## src/rtl/seq_frame_tx_pkg.sv

```systemverilog
// Shared definitions for the framed serial transmitter: state encoding,
// sync pattern and fixed section lengths.
package seq_frame_tx_pkg;

    typedef enum logic [1:0] {
        IDLE = 2'd0,
        SYNC = 2'd1,
        DATA = 2'd2,
        GAP  = 2'd3
    } state_t;

    localparam logic [3:0]  SYNC_PAT = 4'b1101;
    localparam int unsigned SYNC_LEN = 4;
    localparam int unsigned GAP_LEN  = 2;

    // Sync bit k (0 = first on the line); ~k maps 0..3 onto pattern bits 3..0.
    function automatic logic sync_bit(input logic [1:0] k);
        return SYNC_PAT[~k];
    endfunction

endpackage

```

## src/rtl/seq_frame_tx.sv

```systemverilog
// Serial frame transmitter: 1101 sync, MSB-first payload with a 0 stuffed
// after every 110 seen on the line, then a two-bit zero gap.
module seq_frame_tx
    import seq_frame_tx_pkg::*;
#(
    parameter int unsigned DATA_W = 8
) (
    input  logic              clk,
    input  logic              rst_n,
    input  logic [DATA_W-1:0] tx_data,
    input  logic              tx_valid,
    output logic              tx_ready,
    output logic              dout,
    output logic              frame_done
);

    localparam int unsigned CNT_W = $clog2(DATA_W + 1);

    state_t            state, state_n;
    logic [DATA_W-1:0] data_q, data_n;
    logic [CNT_W-1:0]  bcnt, bcnt_n;
    logic [1:0]        scnt, scnt_n;
    logic [1:0]        gcnt, gcnt_n;
    logic [2:0]        hist;
    logic              dout_n;
    logic              done_n;

    assign tx_ready = (state == IDLE);

    always_ff @(posedge clk or negedge rst_n) begin
        if (!rst_n) begin
            state      <= GAP;
            data_q     <= '0;
            bcnt       <= '0;
            scnt       <= '0;
            gcnt       <= '0;
            hist       <= '0;
            dout       <= 1'b0;
            frame_done <= 1'b0;
        end else begin
            state      <= state_n;
            data_q     <= data_n;
            bcnt       <= bcnt_n;
            scnt       <= scnt_n;
            gcnt       <= gcnt_n;
            hist       <= {hist[1:0], dout_n};
            dout       <= dout_n;
            frame_done <= done_n;
        end
    end

    // Everything here selects the bit that goes on the line at the next edge;
    // the payload is shifted left so its MSB is always the next payload bit.
    always_comb begin
        state_n = state;
        data_n  = data_q;
        bcnt_n  = bcnt;
        scnt_n  = scnt;
        gcnt_n  = gcnt;
        dout_n  = 1'b0;
        done_n  = 1'b0;
        unique case (state)
            IDLE: begin
                if (tx_valid) begin
                    state_n = SYNC;
                    data_n  = tx_data;
                    bcnt_n  = '0;
                    scnt_n  = '0;
                    dout_n  = sync_bit(2'd0);
                end
            end
            SYNC: begin
                if (scnt == 2'(SYNC_LEN - 1)) begin
                    // Line history ends in 101 here, so the first payload bit never needs a stuff.
                    state_n = DATA;
                    dout_n  = data_q[DATA_W-1];
                    data_n  = data_q << 1;
                    bcnt_n  = CNT_W'(1);
                    done_n  = (DATA_W == 1);
                end else begin
                    scnt_n = scnt + 2'd1;
                    dout_n = sync_bit(scnt + 2'd1);
                end
            end
            DATA: begin
                if (bcnt == CNT_W'(DATA_W)) begin
                    state_n = GAP;
                    gcnt_n  = '0;
                end else if (hist != 3'b110) begin
                    dout_n = data_q[DATA_W-1];
                    data_n = data_q << 1;
                    bcnt_n = bcnt + 1'b1;
                    done_n = (bcnt == CNT_W'(DATA_W - 1));
                end
            end
            GAP: begin
                if (gcnt == 2'(GAP_LEN - 1)) begin
                    state_n = IDLE;
                end else begin
                    gcnt_n = gcnt + 2'd1;
                end
            end
            default: state_n = GAP;
        endcase
    end

endmodule

```

## config.mk

```make
export PLATFORM = sky130hd
export DESIGN_NAME = seq_frame_tx
export DESIGN_NICKNAME = d
export VERILOG_FILES = /design/src/rtl/seq_frame_tx_pkg.sv /design/src/rtl/seq_frame_tx.sv
export SDC_FILE = /design/constraint.sdc
export NUM_CORES = 1
export LEC_CHECK = 0
export CORE_MARGIN = 4
export CORE_UTILIZATION = 55
export DETAILED_ROUTE_END_ITERATION = 8
export DONT_BUFFER_PORTS = 1
export PLACE_DENSITY = 0.72
export SETUP_SLACK_MARGIN = 0.2
export SLEW_MARGIN = 20
export SYNTH_ARGS = -nofsm -noshare
export SYNTH_HDL_FRONTEND = slang
export SYNTH_SLANG_ARGS = --single-unit
export TNS_END_PERCENT = 5
```

## constraint.sdc

```tcl
create_clock -name clk -period 2.5 [get_ports clk]
set_input_delay 0.5 -clock clk [delete_from_list [all_inputs] [get_ports clk]]
set_output_delay 0.5 -clock clk [all_outputs]
set_load 0.1 [all_outputs]
```

[Yosys cells after proc, flatten, opt, wreduce, memory -nomap -nowiden]
Cells that the tools add are included.
Widths: inputs -> output; s select.
Word-level totals
  register bits: 23
  word-level logic and storage cells: 68
  input bits: 11
  output and inout bits: 3
Operators by class
  order comparisons: 1
  eq/ne operators: 16
  bitwise gates (word level): 1
  $add $sub $neg: 3
  muxes and demuxes: 31
  reductions and logical operators: 8
Operators by type and width (number)
  $mux 8: 4
  $pmux 8 s3: 1
  $mux 2: 8
  $mux 4: 4
  $ne 2x2->1 const B: 8
  $pmux 4 s3: 1
  $mux 1: 8
  $pmux 2 s2: 2
  $pmux 2 s4: 1
  $eq 2x2->1 const B: 3
  $reduce_and 3->1: 2
  $reduce_and 5->1: 1
  $add 2x1->2 const B: 2
  $add 4x1->4 const B: 1
  $eq 2x1->1 const B: 2
  $eq 4x3->1 const B: 1
  $eq 4x4->1 const B: 1
  $reduce_and 4->1: 1
  $reduce_bool 2->1: 2
  $lt 2x3->1 const B: 1
  $ne 3x3->1 const B: 1
  $pmux 1 s3: 1
  $reduce_bool 3->1: 1
  $bmux 1 s2: 1
  2 further kinds: 2

[Depth between registers and ports, before layout]
Gate-level depths: netlist of run 1.
  depth after elaboration: 6
  mapped depth: 8
  mapped depth without buffers: 6

[Least setup slack after synthesis of run 1]
OpenSTA, ideal clock, no wires.
  path kind: reg-to-reg
  from: register state[0]
  to: register data_q[0]
  setup slack: -174 ps
  clock period less this slack: 2674 ps
  arrival time: 2549 ps
  setup time: 125 ps
  buffers on the path: 2
  required time: 2375 ps
  stages on the path, launching flop included: 9
  cells stage by stage: dfstp_2 inv_1 ha_1 nor2b_1 or3_1 buf_2 a21o_1 buf_6 mux2_4
On the way
  word-level cells in the longest chain between the ends: 3
  elaborated cells on any way between the ends: 10
  classes of those cells: eq/ne (6); mux (1); reduce/logical (3)
Ends and longest elaborated chain
  start: declaration: line seq_frame_tx.sv:19  | state_t state, state_n;
  start signal: assignment: line seq_frame_tx.sv:41  | state <= state_n;
  $logic_not 2->1 *
  via tx_ready: line seq_frame_tx.sv:12  | output logic tx_ready,
  $ne 2x2->1 (no line) or $reduce_bool 3->1 (tied branches)
  $reduce_and 5->1 (no line)
  end signal: assignment: line seq_frame_tx.sv:42  | data_q <= data_n;
  end: declaration: line seq_frame_tx.sv:20  | logic [DATA_W-1:0] data_q, data_n;
The timed path passes the listed nets; every way through them passes the cells marked *.
A chain may end at the register's enable or synchronous reset.

[Final worst setup path of run 1]
  from: register state[1]
  to: register bcnt[0]
On the way
  word-level cells in the longest chain between the ends: 3
  elaborated cells on any way between the ends: 10
  classes of those cells: eq/ne (6); mux (1); reduce/logical (3)
Ends and longest elaborated chain
  $eq 2x2->1, or another cell as far along: line seq_frame_tx.sv:62  | unique case (state)
  $ne 2x2->1 (no line) or $reduce_bool 3->1 (tied branches)
  $reduce_and 5->1 (no line)
  end signal: assignment: line seq_frame_tx.sv:43  | bcnt <= bcnt_n;
  end: declaration: line seq_frame_tx.sv:21  | logic [CNT_W-1:0] bcnt, bcnt_n;
Several ways; a longest one is shown, not always the timed one.

==> reports/qor.json, run 1 <==
{
  "outcome": {
    "run_status": "completed"
  },
  "grt": {
    "gr-usage-all-layers_pct": 16.9,
    "global_route.overflow_total": 0,
    "first_global_vias": 1004,
    "grt_max_degree": 23,
    "grt_pass1_wl_mm": 4.40,
    "antenna_found_initial": 0
  },
  "critical_path": {
    "worst_ep_required_time_ns": 2.73,
    "worstSetupStartpointType": "flop",
    "timing_worst_setup_path_type": "reg -> reg",
    "worst-endpoint-arrival_ns": 2.41,
    "crit_path_max_fanout": 7,
    "worstSetupEndpointType": "flop"
  },
  "yosys": {
    "synth-seq-cells": 22,
    "synth_edf_count": 0,
    "synthesis.instances": 124,
    "post_synth_instance_area_um2": 1350,
    "synth.largest_area_cell": "sky130_fd_sc_hd__dfrtp_1",
    "post_synth.cell_area_avg_um2": 10.9,
    "postSynth.topFlopCell": "sky130_fd_sc_hd__dfrtp_1",
    "count_of_different_cell_masters_after_synthesis": 41,
    "yosys-top-cells-area": "sky130_fd_sc_hd__dfrtp_1, sky130_fd_sc_hd__ha_1, sky130_fd_sc_hd__mux2_4",
    "synthesis.yosys.warnings": 0,
    "synth_async_sr_flop_share_pct": 100,
    "synth.yosys.seq_area_share_pct": 41.0,
    "synthDominantCellAreaShare_pct": 37.1,
    "postSynthNetCount": 146
  },
  "sta": {
    "final_total_negative_setup_slack_ns": 0,
    "slew_headroom_pct": 42.5,
    "final.hold.worst_slack_ns": 0.115,
    "setup_viol": 0,
    "max_slew.worst_pin.slew_ns": 0.863,
    "finalMaxSlewViolations": 0,
    "rsz0062_at_grt": "false",
    "hold_violations": 0,
    "max_freq_ghz": 0.457,
    "period_needed_ns": 2.19,
    "timing.clock.skew_ns": 0.0129,
    "final.period_utilization_pct": 87.6
  },
  "clocking": {
    "clock_insertion_delay_worst_skew_ns": 0.32,
    "numCtsBuffers": 3,
    "ctsRootBufferMaster": "sky130_fd_sc_hd__clkbuf_4",
    "cts.sinks": 22,
    "cts.clk_slew.worst_paths_ns": 0.13,
    "cts_tree": "done",
    "max-clock-path-buffers": 2,
    "ctsHtreeMaxLevel": 1
  },
  "place": {
    "dp.final_hpwl_mm": 1.82,
    "placed_cell_area_um2": 1410,
    "gp_routability_congestion": 0.855,
    "placement.io_buffers": 0
  },
  "routing": {
    "detailedRoute.firstPassIterationCount": 4,
    "wl_per_cell_um": 15.6,
    "antenna_left": 0,
    "wl_mm": 2.48,
    "via_count": 950,
    "initialDrtViolationCount": 26,
    "routed_via_density": 5.97,
    "drt_drc": 0
  },
  "layout": {
    "ff_latch_area_um2": 553,
    "multi_input_area_um2": 762,
    "area_growth_pct": 9.17,
    "antenna_cells": 0,
    "fill_cells": 178,
    "postLayoutCellArea_um2": 1470,
    "finish.net_count": 154,
    "proportion_of_layout_cells_with_a_drive_suffix_above_1_pct": 25.2
  },
  "power": {
    "totalPowerFinal_mw": 2.17,
    "powerDensity_nw_per_um2": 1470,
    "peakVddDrop_mv": 0.998,
    "leakage_nw": 0.671
  },
  "worst_hold_path": {
    "hp-class": "in -> async"
  },
  "die": {
    "coreArea_um2": 2280,
    "pin_count": 14,
    "die_x_um": 57.5,
    "core.rowCount": 17,
    "die_h_um": 57.5,
    "start_util_pct": 59.3,
    "fp.dieArea_um2": 3310
  },
  "flow_run": {
    "drv_cap": 0
  }
}
placed cells by master (no fill, tap or decap), types with 2 or more instances in the layout:
| cell | netlist | routed |
|---|---|---|
| sky130_fd_sc_hd__and2_1 | 2 | 2 |
| sky130_fd_sc_hd__a22o_1 | 2 | 2 |
| sky130_fd_sc_hd__nor3_1 | 3 | 3 |
| sky130_fd_sc_hd__ha_1 | 11 | 9 |
| sky130_fd_sc_hd__a32o_1 | 2 | 2 |
| sky130_fd_sc_hd__nand3_1 | 4 | 4 |
| sky130_fd_sc_hd__inv_1 | 10 | 10 |
| sky130_fd_sc_hd__mux2_4 | 8 | 8 |
| sky130_fd_sc_hd__nor2b_1 | 3 | 3 |
| sky130_fd_sc_hd__nand3b_1 | 4 | 4 |
| sky130_fd_sc_hd__dfstp_2 | 2 | 2 |
| sky130_fd_sc_hd__nor2_1 | 3 | 3 |
| sky130_fd_sc_hd__nand2b_1 | 2 | 2 |
| sky130_fd_sc_hd__o22ai_1 | 2 | 2 |
| sky130_fd_sc_hd__mux2_2 | 7 | 7 |
| sky130_fd_sc_hd__dfrtp_1 | 20 | 20 |
| sky130_fd_sc_hd__clkbuf_4 | 0 | 3 |
| sky130_fd_sc_hd__buf_4 | 0 | 6 |
| sky130_fd_sc_hd__ha_4 | 0 | 2 |
| sky130_fd_sc_hd__nand2_1 | 10 | 10 |
| sky130_fd_sc_hd__o21ai_0 | 5 | 5 |
Yosys cell counts (all sizes together) (2+ instances only):
cell type,count
dfrtp,20
inv,10
nor3,3
dfstp,2
ha,11
and2,2
nand2b,2
buf,2
nor2b,4
o22ai,2
nand3,4
nor2,3
clkbuf,2
a22o,2
nand2,10
mux2,15
a32o,2
nand3b,4
o21ai,5
where the power goes:
group / switching [mW] / internal [mW]
combinational: 0.676 / 0.676
sequential: 0.101 / 0.515
clock: 0.116 / 0.0892
total: 0.892 / 1.28
metal layers:
metal	GRT usage [%]	wire, um	share of wire [%]	vias to the layer above
met3	2.49	62	2.5	5
met4	7.28	56	2.3	0
met5	0	0	0	-
li1	-	-	-	465
met1	20.2	1160	47	464
met2	29.7	1200	48	16
layout make-up:
type | count | share of cell area (%)
repair buffers | 7 | 3.40
well taps | 28 | 2.38
multi-input cells | 88 | 51.7
inverters | 10 | 2.55
flip-flops and latches | 22 | 37.5
clock buffers | 4 | 2.46
per-stage QoR:
step / instances / worst slack, ns / utilization, %
global placement: 153 / 0.255 / 62.0
floorplan: 124 / 0.231 / -
CTS: 158 / 0.196 / 64.1
global route: 159 / 0.206 / 64.8
detailed placement: 153 / 0.198 / 62.0
finish: 159 / 0.310 / 64.8
worst max-delay path: stages (launching register included):
cell and delay (ns):
sky130_fd_sc_hd__dfstp_2 0.57, sky130_fd_sc_hd__inv_1 0.11, sky130_fd_sc_hd__ha_4 0.21, sky130_fd_sc_hd__nor2b_4 0.15
sky130_fd_sc_hd__or3_1 0.38, sky130_fd_sc_hd__buf_4 0.16, sky130_fd_sc_hd__a32o_1 0.20, sky130_fd_sc_hd__a311o_1 0.32
sequential cells by signal (all words and copies together) (netlist names):
| register | cells |
|---|---|
| data_q | 8 |
| bcnt | 4 |
| hist | 3 |
| frame_done | 1 |
| gcnt | 2 |
| state | 2 |
| scnt | 2 |
cells by family (layout without fill, tap and decap cells):
logic type,count (synthesis),in the layout,synth area share [%]
compound gates,25,25,14.3
mux,15,15,14.7
buf+inv,14,21,4.54
fa+ha+maj,11,11,10.2
flops,22,22,41.0
simple gates,37,37,15.3
final timing paths:
| kind | start | endpoint | slack (ns) | depth (start not counted) |
|---|---|---|---|---|
| max in group asynchronous | rst_n | state[0]$_DFFE_PN1P_ | 2.03 | 1 |
| worst min register to register | hist[1]$_DFF_PN0_ | hist[2]$_DFF_PN0_ | 0.39 | 0 |
| worst max-delay path | state[1]$_DFFE_PN1P_ | bcnt[0]$_DFFE_PN0P_ | 0.31 | 7 |
| min in group clk | tx_valid | hist[0]$_DFF_PN0_ | 0.38 | 2 |
| worst min-delay path | rst_n | gcnt[1]$_DFFE_PN0P_ | 0.11 | 1 |
| worst max register to register | state[1]$_DFFE_PN1P_ | bcnt[0]$_DFFE_PN0P_ | 0.31 | 7 |
what timing repair did:
item | in CTS | in global routing
hold endpoints to repair | 22 | 0
resized for setup | 1 | 2
buffers inserted | 0 | 1
setup endpoints to repair | 9 | 9
hold buffers | 1 | 0
(Power assumes the default switching activity.)
==> run 2: changes to the inputs <==
PLACE_DENSITY = 0.75   (was 0.72)
RECOVER_POWER = 50   (was default)
clock period = 1.85 ns   (was 2.5 ns; I/O delays follow)
==> run 2 against run 1 <==
  * The run now ends with setup timing left
  * Clock-buffer cell count is the same
  * Via count rose by 12%
  * Largest power group unchanged
  * Critical endpoint unchanged
  * Core utilization up 8.3 points
  * Critical path type unchanged
==> reports/qor.json, run 2 (synthesis gave the netlist of run 1 again) <==
{
  "power": {
    "peakVddDrop": {"value": 1.39, "unit": "mV", "change": "+39%"},
    "powerDensity": {"value": 2060, "unit": "nW/um2", "change": "+40%"},
    "leakage": {"value": 0.764, "unit": "nW", "change": "+14%"},
    "totalPowerFinal": {"value": 3.43, "unit": "mW", "change": "+58%"}
  },
  "layout": {
    "proportion_of_layout_cells_with_a_drive_suffix_above_1": {"value": 39.2, "unit": "%", "change": "+14 points"},
    "final_cell_mix": "sky130_fd_sc_hd__buf_4, sky130_fd_sc_hd__dfrtp_1, sky130_fd_sc_hd__nand2_1",
    "finish.net_count": {"value": 171, "change": "+11%"},
    "multi_input_area": {"value": 817, "unit": "um2", "change": "+7.2%"},
    "largest-register": "data_q",
    "largest_register_ffs": {"value": 8, "change": "unchanged"},
    "mostFrequentLayoutCell": "sky130_fd_sc_hd__buf_4",
    "area_growth_pct": 23.2,
    "antenna_cells": {"value": 0, "change": "unchanged"},
    "postLayoutCellArea": {"value": 1660, "unit": "um2", "change": "+13%"},
    "fill_cells": {"value": 144, "change": "-19%"},
    "ff_latch_area": {"value": 553, "unit": "um2", "change": "unchanged"},
    "biggestRegsByFlops": "data_q (8), bcnt (4), hist (3)"
  },
  "routing": {
    "initialDrtViolationCount": {"value": 36, "change": "+38%"},
    "antenna_left": {"value": 0, "change": "unchanged"},
    "route.top_layer_used": "met4",
    "wl_per_cell": {"value": 18.2, "unit": "um", "change": "+16%"},
    "wl_met3": {"value": 201, "unit": "um", "change": "+220%"},
    "via_count": {"value": 1067, "change": "+12%"},
    "routed_via_density": {"value": 6.06, "change": "+1.5%"},
    "routed-wl-met2": {"value": 1.71, "unit": "mm", "change": "+43%"},
    "m1_wl": {"value": 1.23, "unit": "mm", "change": "+5.7%"},
    "drt_drc": {"value": 0, "change": "unchanged"},
    "wl": {"value": 3.20, "unit": "mm", "change": "+29%"},
    "detailedRoute.firstPassIterationCount": {"value": 4, "change": "unchanged"}
  },
  "die": {
    "pin_count": {"value": 14, "change": "unchanged"},
    "die_h": {"value": 57.5, "unit": "um", "change": "unchanged"},
    "fp.dieArea": {"value": 3310, "unit": "um2", "change": "unchanged"},
    "start_util": {"value": 59.3, "unit": "%", "change": "unchanged"},
    "core.rowCount": {"value": 17, "change": "unchanged"},
    "die_x": {"value": 57.5, "unit": "um", "change": "unchanged"},
    "coreArea": {"value": 2280, "unit": "um2", "change": "unchanged"}
  },
  "critical_path": {
    "worst_ep_required_time": {"value": 2.05, "unit": "ns", "change": "-0.68 ns"},
    "worstSetupStartpointType": "flop",
    "worst-endpoint-arrival": {"value": 2.21, "unit": "ns", "change": "-0.20 ns"},
    "reg2reg_depth": {"value": 7, "change": "unchanged"},
    "crit_path_max_fanout": {"value": 3, "change": "-4"},
    "worstSetupEndpointType": "flop",
    "rrSetupSlack": {"value": -0.16, "unit": "ns", "change": "-0.47 ns"},
    "timing_worst_setup_path_type": "reg -> reg"
  },
  "place": {
    "dp.final_hpwl": {"value": 2.17, "unit": "mm", "change": "+19%"},
    "placement.io_buffers": {"value": 0, "change": "unchanged"},
    "placed_cell_area": {"value": 1540, "unit": "um2", "change": "+9.0%"},
    "gp_routability_congestion": {"value": 0.904, "change": "+5.7%"},
    "pre_cts_slack": {"value": -0.239, "unit": "ns", "change": "-0.437 ns"}
  },
  "sta": {
    "setup_viol": {"value": 12, "change": "+12"},
    "max_freq": {"value": 0.498, "unit": "GHz", "change": "+9.0%"},
    "period_needed": {"value": 2.01, "unit": "ns", "change": "-0.180 ns"},
    "rsz0062_at_grt": "true",
    "timing.clock.skew": {"value": 0.00776, "unit": "ns", "change": "-0.00513 ns"},
    "worst_case_setup_margin_in_the_final_layout": {"value": -0.159, "unit": "ns", "change": "-0.470 ns"},
    "finalMaxSlewViolations": {"value": 0, "change": "unchanged"},
    "final.period_utilization": {"value": 109, "unit": "%", "change": "+21 points"},
    "slew_headroom": {"value": 21.9, "unit": "%", "change": "-21 points"},
    "max_slew.worst_pin.slew": {"value": 1.17, "unit": "ns", "change": "+0.308 ns"},
    "hold_violations": {"value": 0, "change": "unchanged"}
  },
  "outcome": {
    "violated_checks": "setup timing",
    "run_status": "complete, but fails checks"
  },
  "grt": {
    "global_route.overflow_total": {"value": 0, "change": "unchanged"},
    "antenna_found_initial": {"value": 0, "change": "unchanged"},
    "gr-usage-all-layers": {"value": 21.3, "unit": "%", "change": "+4.4 points"},
    "first_global_vias": {"value": 1149, "change": "+14%"},
    "grt_max_degree": {"value": 23, "change": "unchanged"},
    "grt_pass1_wl": {"value": 5.42, "unit": "mm", "change": "+23%"}
  },
  "worst_hold_path": {
    "hp-class": "in -> async"
  },
  "flow_run": {
    "drv_cap": {"value": 0, "change": "unchanged"}
  },
  "clocking": {
    "ctsRootBufferMaster": "sky130_fd_sc_hd__clkbuf_4",
    "cts.clk_slew.worst_paths": {"value": 0.12, "unit": "ns", "change": "about the same"},
    "cts_tree": "done",
    "cts.sinks": {"value": 22, "change": "unchanged"},
    "ctsHtreeMaxLevel": {"value": 1, "change": "unchanged"},
    "numCtsBuffers": {"value": 3, "change": "unchanged"},
    "max-clock-path-buffers": {"value": 2, "change": "unchanged"},
    "clock_insertion_delay_worst_skew": {"value": 0.31, "unit": "ns", "change": "about the same"}
  }
}
## run 2: changes by cell type in the layout (fill, tap and decap cells not counted), sizes merged
cell / change
clkbuf: +1
buf: +16
## run 2: final timing paths
check	startpoint	to
max in group asynchronous	rst_n	data_q[4]$_DFFE_PN0P_
min in group clk	tx_valid	scnt[0]$_DFFE_PN0P_
worst min register to register	hist[1]$_DFF_PN0_	hist[2]$_DFF_PN0_
worst max-delay path	state[0]$_DFFE_PN1P_	bcnt[0]$_DFFE_PN0P_
worst min-delay path	rst_n	hist[1]$_DFF_PN0_
worst max register to register	state[0]$_DFFE_PN1P_	bcnt[0]$_DFFE_PN0P_
## run 2: per-layer routing
layer	GRT usage (%)	up-vias
met3	3.17	8
met5	0	-
met4	7.62	0
met2	40.5	56
met1	23.5	508
li1	-	495
## run 2: power breakdown
group	switching, mW	internal (mW)	total [mW]	leakage, nW
clock	0.144	0.120	0.264	0.0210
combinational	1.13	1.22	2.34	0.469
sequential	0.124	0.697	0.821	0.274
## run 2: worst max-delay path, cell delays in order, from the launching register on
cell	delay, ns
sky130_fd_sc_hd__dfstp_2	0.58
sky130_fd_sc_hd__inv_2	0.06
sky130_fd_sc_hd__ha_4	0.15
sky130_fd_sc_hd__nor2b_4	0.12
sky130_fd_sc_hd__or3_4	0.38
sky130_fd_sc_hd__buf_6	0.13
sky130_fd_sc_hd__a32o_1	0.21
sky130_fd_sc_hd__a311o_1	0.27
## run 2: what timing repair did
| action | in CTS | in global routing |
|---|---|---|
| gates resized for setup | 11 | 3 |
| hold endpoints to repair | 22 | 0 |
| pin swaps | 8 | 3 |
| hold buffers | 1 | 0 |
| setup buffers | 2 | 0 |
| setup endpoints to repair | 18 | 18 |
## run 2: cell type report
cell class,instances,share of cell area (%)
clock buffer,4,2.18
inverter,10,2.26
multi-input combinational,88,49.1
sequential,22,33.3
tap,28,2.11
timing repair buffer,24,11.1
## run 2: per-stage QoR
step	TNS (ns)	utilization, %	cells	hold WS (ns)
CTS	-1.11	72.9	176	0.264
global placement	-1.90	67.6	169	0.0751
finish	-1.17	73.1	176	0.261
detailed placement	-2.73	67.6	169	0.0751
floorplan	-3.03	-	124	0.0744
global route	-1.89	73.1	176	0.255
==> run 3: changes to the inputs <==
CAP_MARGIN = 0   (was default)
==> results of run 3 <==
No change in the layout: final DEF, timing and power equal those of run 2.
